<file path="config.mk">
export PLATFORM = sky130hd
export DESIGN_NAME = alu_arbiter_flat
export DESIGN_NICKNAME = d
export VERILOG_FILES = /design/src/rtl/alu_arbiter_if.sv /design/src/rtl/alu_arbiter.sv /design/src/flat_wrapper.sv
export SDC_FILE = /design/constraint.sdc
export NUM_CORES = 1
export LEC_CHECK = 0
export ABC_AREA = 0
export BUFFER_PORTS_ARGS = -buffer_cell sky130_fd_sc_hd__clkbuf_2
export CAP_MARGIN = 10
export CORE_MARGIN = 2
export CORE_UTILIZATION = 47
export DETAILED_ROUTE_END_ITERATION = 10
export GPL_ROUTABILITY_DRIVEN = 0
export PLACE_DENSITY = 0.79
export SYNTH_ARGS = -nofsm -noshare
export SYNTH_HDL_FRONTEND = slang
export SYNTH_SLANG_ARGS = --single-unit
</file>
<file path="constraint.sdc">
create_clock -name clk_i -period 2.15 [get_ports clk_i]
set_input_delay 0.1075 -clock clk_i [delete_from_list [all_inputs] [get_ports clk_i]]
set_output_delay 0.1075 -clock clk_i [all_outputs]
set_load 0.05 [all_outputs]
</file>
<file path="src/rtl/alu_arbiter_if.sv">
// Requester, response and ALU-side signals of the shared ALU arbiter.
// The slave modport is taken by the arbiter. The master modport is taken by the
// requesters and the ALU, for example a testbench.
interface alu_arbiter_if #(
    parameter int unsigned NumReq = 4,
    parameter int unsigned DataW  = 4
);
    logic [NumReq-1:0]       req_valid;
    logic [NumReq-1:0]       req_ready;
    logic [NumReq*DataW-1:0] req_a;
    logic [NumReq*DataW-1:0] req_b;
    logic [NumReq*2-1:0]     req_op;
    logic [NumReq-1:0]       resp_valid;
    logic [NumReq-1:0]       resp_ready;
    logic [DataW:0]          resp_data;
    logic [DataW-1:0]        alu_a;
    logic [DataW-1:0]        alu_b;
    logic [1:0]              alu_opcode;
    logic [DataW:0]          alu_c;

    modport slave (
        input  req_valid, req_a, req_b, req_op, resp_ready, alu_c,
        output req_ready, resp_valid, resp_data, alu_a, alu_b, alu_opcode
    );

    modport master (
        output req_valid, req_a, req_b, req_op, resp_ready, alu_c,
        input  req_ready, resp_valid, resp_data, alu_a, alu_b, alu_opcode
    );
endinterface

</file>
<file path="src/rtl/alu_arbiter.sv">
// Round-robin arbiter and sequencer sharing one registered ALU among NumReq
// requesters. One operation is in flight at a time: accept, wait out the ALU
// latency, then hold the result until the granted requester takes it.
module alu_arbiter #(
    parameter int unsigned NumReq = 4,
    parameter int unsigned DataW  = 4,
    parameter int unsigned AluLat = 1
) (
    input  logic          clk_i,
    input  logic          rst_ni,
    alu_arbiter_if.slave  bus,
    output logic          busy_o,
    output logic [15:0]   op_count_o
);

    localparam int unsigned IdxW = (NumReq > 1) ? $clog2(NumReq) : 1;
    localparam int unsigned CntW = $clog2(AluLat + 1);

    typedef enum logic [1:0] {StIdle, StWait, StResp} state_e;

    state_e            state_q, state_d;
    logic [IdxW-1:0]   last_grant_q, last_grant_d;
    logic [IdxW-1:0]   gnt_idx_q, gnt_idx_d;
    logic [CntW-1:0]   cnt_q, cnt_d;
    logic [DataW-1:0]  alu_a_q, alu_a_d;
    logic [DataW-1:0]  alu_b_q, alu_b_d;
    logic [1:0]        alu_op_q, alu_op_d;
    logic [DataW:0]    resp_data_q, resp_data_d;
    logic [15:0]       op_count_q, op_count_d;

    logic [IdxW-1:0]   cand;
    logic [IdxW-1:0]   win_idx;
    logic              win_found;
    logic [NumReq-1:0] req_ready;
    logic [NumReq-1:0] resp_valid;

    // Round-robin search: start one past the last grant, first valid requester wins
    always_comb begin
        cand      = '0;
        win_idx   = '0;
        win_found = 1'b0;
        for (int unsigned k = 1; k <= NumReq; k++) begin
            cand = IdxW'((32'(last_grant_q) + k) % NumReq);
            if (!win_found && bus.req_valid[cand]) begin
                win_found = 1'b1;
                win_idx   = cand;
            end
        end
    end

    // Sequencer next-state, handshakes and datapath loads
    always_comb begin
        state_d      = state_q;
        last_grant_d = last_grant_q;
        gnt_idx_d    = gnt_idx_q;
        cnt_d        = cnt_q;
        alu_a_d      = alu_a_q;
        alu_b_d      = alu_b_q;
        alu_op_d     = alu_op_q;
        resp_data_d  = resp_data_q;
        op_count_d   = op_count_q;
        req_ready    = '0;
        resp_valid   = '0;
        unique case (state_q)
            StIdle: begin
                if (win_found) begin
                    req_ready[win_idx] = 1'b1;
                    alu_a_d      = bus.req_a[32'(win_idx) * DataW +: DataW];
                    alu_b_d      = bus.req_b[32'(win_idx) * DataW +: DataW];
                    alu_op_d     = bus.req_op[32'(win_idx) * 2 +: 2];
                    gnt_idx_d    = win_idx;
                    last_grant_d = win_idx;
                    cnt_d        = CntW'(AluLat);
                    state_d      = StWait;
                end
            end
            StWait: begin
                if (cnt_q == '0) begin
                    resp_data_d = bus.alu_c;
                    state_d     = StResp;
                end else begin
                    cnt_d = cnt_q - 1'b1;
                end
            end
            StResp: begin
                resp_valid[gnt_idx_q] = 1'b1;
                // Only the granted requester's resp_ready matters here
                if (bus.resp_ready[gnt_idx_q]) begin
                    op_count_d = op_count_q + 16'd1;
                    state_d    = StIdle;
                end
            end
            default: state_d = StIdle;
        endcase
    end

    // State and datapath registers. Reset discards any in-flight operation.
    always_ff @(posedge clk_i or negedge rst_ni) begin
        if (!rst_ni) begin
            state_q      <= StIdle;
            last_grant_q <= IdxW'(NumReq - 1);
            gnt_idx_q    <= '0;
            cnt_q        <= '0;
            alu_a_q      <= '0;
            alu_b_q      <= '0;
            alu_op_q     <= '0;
            resp_data_q  <= '0;
            op_count_q   <= '0;
        end else begin
            state_q      <= state_d;
            last_grant_q <= last_grant_d;
            gnt_idx_q    <= gnt_idx_d;
            cnt_q        <= cnt_d;
            alu_a_q      <= alu_a_d;
            alu_b_q      <= alu_b_d;
            alu_op_q     <= alu_op_d;
            resp_data_q  <= resp_data_d;
            op_count_q   <= op_count_d;
        end
    end

    assign bus.req_ready  = req_ready;
    assign bus.resp_valid = resp_valid;
    assign bus.resp_data  = resp_data_q;
    assign bus.alu_a      = alu_a_q;
    assign bus.alu_b      = alu_b_q;
    assign bus.alu_opcode = alu_op_q;
    assign busy_o         = (state_q != StIdle);
    assign op_count_o     = op_count_q;

endmodule

</file>
<file path="src/flat_wrapper.sv">
// flat-port wrapper written by rule: the top's interface ports become plain ports
module alu_arbiter_flat 
#(
    parameter int unsigned NumReq = 4,
    parameter int unsigned DataW  = 4,
    parameter int unsigned AluLat = 1
)
  (clk_i, rst_ni, busy_o, op_count_o, bus_req_valid, bus_req_a, bus_req_b, bus_req_op, bus_resp_ready, bus_alu_c, bus_req_ready, bus_resp_valid, bus_resp_data, bus_alu_a, bus_alu_b, bus_alu_opcode);
  alu_arbiter_if #(.NumReq(NumReq), .DataW(DataW)) bus_i ();
  input  logic clk_i;
  input  logic rst_ni;
  output logic busy_o;
  output logic [15:0] op_count_o;
  input wire logic [$bits(bus_i.req_valid)-1:0] bus_req_valid;
  input wire logic [$bits(bus_i.req_a)-1:0] bus_req_a;
  input wire logic [$bits(bus_i.req_b)-1:0] bus_req_b;
  input wire logic [$bits(bus_i.req_op)-1:0] bus_req_op;
  input wire logic [$bits(bus_i.resp_ready)-1:0] bus_resp_ready;
  input wire logic [$bits(bus_i.alu_c)-1:0] bus_alu_c;
  output wire logic [$bits(bus_i.req_ready)-1:0] bus_req_ready;
  output wire logic [$bits(bus_i.resp_valid)-1:0] bus_resp_valid;
  output wire logic [$bits(bus_i.resp_data)-1:0] bus_resp_data;
  output wire logic [$bits(bus_i.alu_a)-1:0] bus_alu_a;
  output wire logic [$bits(bus_i.alu_b)-1:0] bus_alu_b;
  output wire logic [$bits(bus_i.alu_opcode)-1:0] bus_alu_opcode;
  assign bus_i.req_valid = bus_req_valid;
  assign bus_i.req_a = bus_req_a;
  assign bus_i.req_b = bus_req_b;
  assign bus_i.req_op = bus_req_op;
  assign bus_i.resp_ready = bus_resp_ready;
  assign bus_i.alu_c = bus_alu_c;
  assign bus_req_ready = bus_i.req_ready;
  assign bus_resp_valid = bus_i.resp_valid;
  assign bus_resp_data = bus_i.resp_data;
  assign bus_alu_a = bus_i.alu_a;
  assign bus_alu_b = bus_i.alu_b;
  assign bus_alu_opcode = bus_i.alu_opcode;
  alu_arbiter #(.NumReq(NumReq), .DataW(DataW), .AluLat(AluLat)) u_core (.clk_i(clk_i), .rst_ni(rst_ni), .bus(bus_i), .busy_o(busy_o), .op_count_o(op_count_o));
endmodule
</file>
==> results.txt <==
- Routed wl met2: between 2000 and 3000 um
- Across every metal layer, demand over resource in global routing totals 0.201.
- Post-synth top area cell: sky130_fd_sc_hd__dfrtp_1
* Synthesized instance count: around 210
- Max layer used: met4
* Layout Nets: between 300 and 400
- In the synthesized netlist the async set-or-reset flop fraction comes to 1.00.
* Share of the core filled with cells in the final layout: 0.654
- In this run the power density over the cells is 1440 nW/um^2.
- Remaining Overflow, GRT: 0
- Counting flops and latches in the post-synthesis netlist gives 38.
- The initial utilization of the core area, before any placement, comes to 0.494.
- Number of buffers added by the clock tree synthesis step: 5
* Yosys synthesis warning count: 0
- During placement, the flow inserted port buffers numbering 94.
* Total met3 wirelength after detailed routing: 338 um
* Sequential cell area: approximately 950 sq um
- The number of slew-limit violations in the final report is 0.
* Cell area after placement: 2720 sq um
- Initial detailed-routing violation count: between 80 and 90
* Site Rows: 24
- Compared with the post-synthesis result, the final layout area differs by 32.3%.
- Adding up every negative setup slack in the final design gives 0 ns.
- Die Footprint: 5170 sq um
- Share of the synthesized area in the top cell type: 0.416
- Final min period: 2.09 ns
* Summed area of non-filler cells in the final layout: 2870 sq um
* Max Cap Viol: 0
* Cell area after synthesis: 2170 sq um
- In the synthesized netlist the dominant register cell turns out to be sky130_fd_sc_hd__dfrtp_1.
- Dividing the detail-routed via count by the number of cells gives 5.26.
- Clock latency reported for the late side of the worst-skew pair: roughly 0.28 ns
* Clock-pin slew on the worst setup and hold paths: 0.07 ns
* Classification of the worst-slack hold path: in2reg
* Max Clock Skew: about 0.0034 ns
- Of the cells placed in the final design, the portion with a size suffix greater than 1 is 0.487.
- DR WL/cell: between 10 and 15 um
* Final hold viol count: 0
* Crit Path Max Fanout: 9
- Largest net degree at the start of global routing: 39
* I/O pin count: 95
* Max-slew headroom: 0.382
* Worst Path Arrival: 1.98 ns
- First-pass DRT Iterations: 4
* Run status: finished, final reports clean
- Hpwl dp: 3800 um
- Horiz. Die Dim: slightly above 70 um
- Counting along the longest clock path gives a buffer depth of 2.
- Req. time, crit path: approximately 2.0 ns
* Sequential share of the synthesized area: 0.440
* Final cycle utilization of the critical path: 0.971
* Num Clock Sinks: 38
- A synthesized cell averages ~11 sq um.
- In this run the clock root is driven by a sky130_fd_sc_hd__clkbuf_8.
* Most common cell after layout, fill and taps aside: sky130_fd_sc_hd__clkbuf_2
- In the final routing, the length of wire on met1 measures 2230 um.
- After synthesis, the netlist uses 43 different library cells.
- The repair_antennas step left the layout with diodes totalling 0.
- Type of the setup path with the least slack: reg2out
* Final standard cell count with taps included and fillers excluded: 360
- Top post-synthesis cells by area: sky130_fd_sc_hd__dfrtp_1, sky130_fd_sc_hd__a211oi_2, sky130_fd_sc_hd__mux2i_1
* Multi-input combinational cell area: about 1200 sq um
* Antenna violations before repair: 0
- For the pin with the worst max-slew slack, the measured transition is 0.927 ns.
- Sort of element at the end of the critical path: output port
- Number of global-route vias before repair: 1,707
- Standby leakage power: ~1.4 nW
* Most frequent cells in the layout: sky130_fd_sc_hd__clkbuf_2, sky130_fd_sc_hd__dfrtp_1, sky130_fd_sc_hd__nand2_1
- The routed design has 5150 um of wire.
* VDD IR max: 0.000809 V
- Final antenna-violating net count: 0
- Die height: 71.9 um
* Via total after detailed routing: 1,894
* Net count of the mapped netlist: 262
- In this run the standard cell core region covers 4380 sq um.
* Timing-limited maximum frequency: 479 MHz
- In the routed design, unresolved DRC markers number 0.
- Critical path launch point type: flop
- Fillers: 354
* Number of synthesized flops with an enable pin: 0
- TritonCTS built the clock tree.
- CTS built an H-tree with a depth of 2.
- Number of cells after detailed placement: 348
- Setup violations remaining at the end of the flow were counted as 0.
* Wire length of the first global-routing pass: 8210 um
path summary, 6_finish.rpt:
path | slack [ns] | endpoint | depth (start not counted) | from
worst max-delay path | 0.06 | bus_req_ready[3] | 5 | u_core.last_grant_q[1]$_DFFE_PN1P_
worst min-delay path | 0.06 | u_core.bus.resp_data[2]$_DFFE_PN0P_ | 2 | bus_alu_c[2]
worst max register to register | 0.17 | u_core.bus.alu_a[0]$_DFFE_PN0P_ | 6 | u_core.last_grant_q[1]$_DFFE_PN1P_
worst min register to register | 0.50 | u_core.op_count_o[15]$_DFFE_PN0P_ | 1 | u_core.op_count_o[15]$_DFFE_PN0P_
max in group asynchronous | 1.08 | u_core.bus.resp_data[2]$_DFFE_PN0P_ | 2 | rst_ni
min in group asynchronous | 0.49 | u_core.op_count_o[2]$_DFFE_PN0P_ | 2 | rst_ni
report_power, final:
part	internal (mW)	switching (mW)
clock network	0.223	0.230
registers	0.981	0.213
logic	0.854	1.62
cell families (layout without fill, tap and decap cells):
family | after synthesis | in the layout | share of synthesized area
AND/OR/NAND/NOR | 86 | 86 | 0.202
multiplexers | 18 | 18 | 0.0947
AO/OA/AOI/OAI | 36 | 36 | 0.166
buffers and inverters | 12 | 114 | 0.0312
adder cells (fa/ha/maj) | 1 | 1 | 0.00577
flip-flops | 38 | 38 | 0.440
XOR/XNOR | 15 | 15 | 0.0606
through the flow:
stage / power (mW) / hold slack, ns / setup slack, ns
finish: 4.13 / 0.0590 / 0.0623
global route: 4.36 / 0.0530 / -0.0281
CTS: 4.11 / 0.0534 / 0.0266
detailed placement: 3.58 / 0.302 / 0.0118
global placement: 3.53 / 0.292 / 0.0669
floorplan: 3.03 / -0.188 / 0.00183
registers in the layout (all words and copies together), names as in the netlist:
name                   cells
u_core.bus.alu_opcode      2
u_core.last_grant_q        2
u_core.bus.alu_a           4
u_core.gnt_idx_q           2
u_core.bus.resp_data       5
u_core.state_q             2
u_core.cnt_q               1
u_core.bus.alu_b           4
u_core.op_count_o         16
critical path, cell delays in order, from the launching register on:
cell	delay (ns)
sky130_fd_sc_hd__dfstp_2	0.59
sky130_fd_sc_hd__buf_4	0.13
sky130_fd_sc_hd__nor3b_1	0.06
sky130_fd_sc_hd__or3_4	0.44
sky130_fd_sc_hd__a211oi_2	0.21
sky130_fd_sc_hd__clkbuf_4	0.28
cell usage after synthesis (2+ instances only):
cell and number:
sky130_fd_sc_hd__xnor2_1 11, sky130_fd_sc_hd__mux2_2 6, sky130_fd_sc_hd__a211oi_1 4, sky130_fd_sc_hd__buf_6 2, sky130_fd_sc_hd__xor2_1 4, sky130_fd_sc_hd__nand3_1 4, sky130_fd_sc_hd__a211oi_2 17, sky130_fd_sc_hd__nand4_1 2
sky130_fd_sc_hd__nor2_1 21, sky130_fd_sc_hd__nor3_2 2, sky130_fd_sc_hd__mux2i_1 10, sky130_fd_sc_hd__buf_2 3, sky130_fd_sc_hd__dfrtp_1 36, sky130_fd_sc_hd__a21oi_1 3, sky130_fd_sc_hd__nand2_1 22, sky130_fd_sc_hd__nand2b_1 5
sky130_fd_sc_hd__o22ai_1 2, sky130_fd_sc_hd__o21ai_1 2, sky130_fd_sc_hd__and3_1 5, sky130_fd_sc_hd__dfstp_2 2, sky130_fd_sc_hd__a21o_1 2, sky130_fd_sc_hd__nor2b_1 3, sky130_fd_sc_hd__clkbuf_1 4, sky130_fd_sc_hd__o21a_1 3
sky130_fd_sc_hd__nor3_1 12, sky130_fd_sc_hd__inv_1 2
layer usage:
layer  vias up  track usage
met4         0       0.0482
met1       885        0.272
li1        932            -
met5         -            0
met3         7       0.0417
met2        70        0.335
area by class of cell:
class	count	area share
multi-input combinational	156	0.412
clock buffer	7	0.0266
tap	52	0.0227
timing repair buffer	105	0.204
sequential	38	0.333
inverter	2	0.00262
repair_timing:
action,4_1_cts,5_1_grt
gates resized for setup,6,2
setup buffers,2,2
hold buffers,1,0
pin swaps,1,2
hold endpoints to repair,28,0
endpoints found under the setup margin,3,4
(Power assumes the default switching activity.)
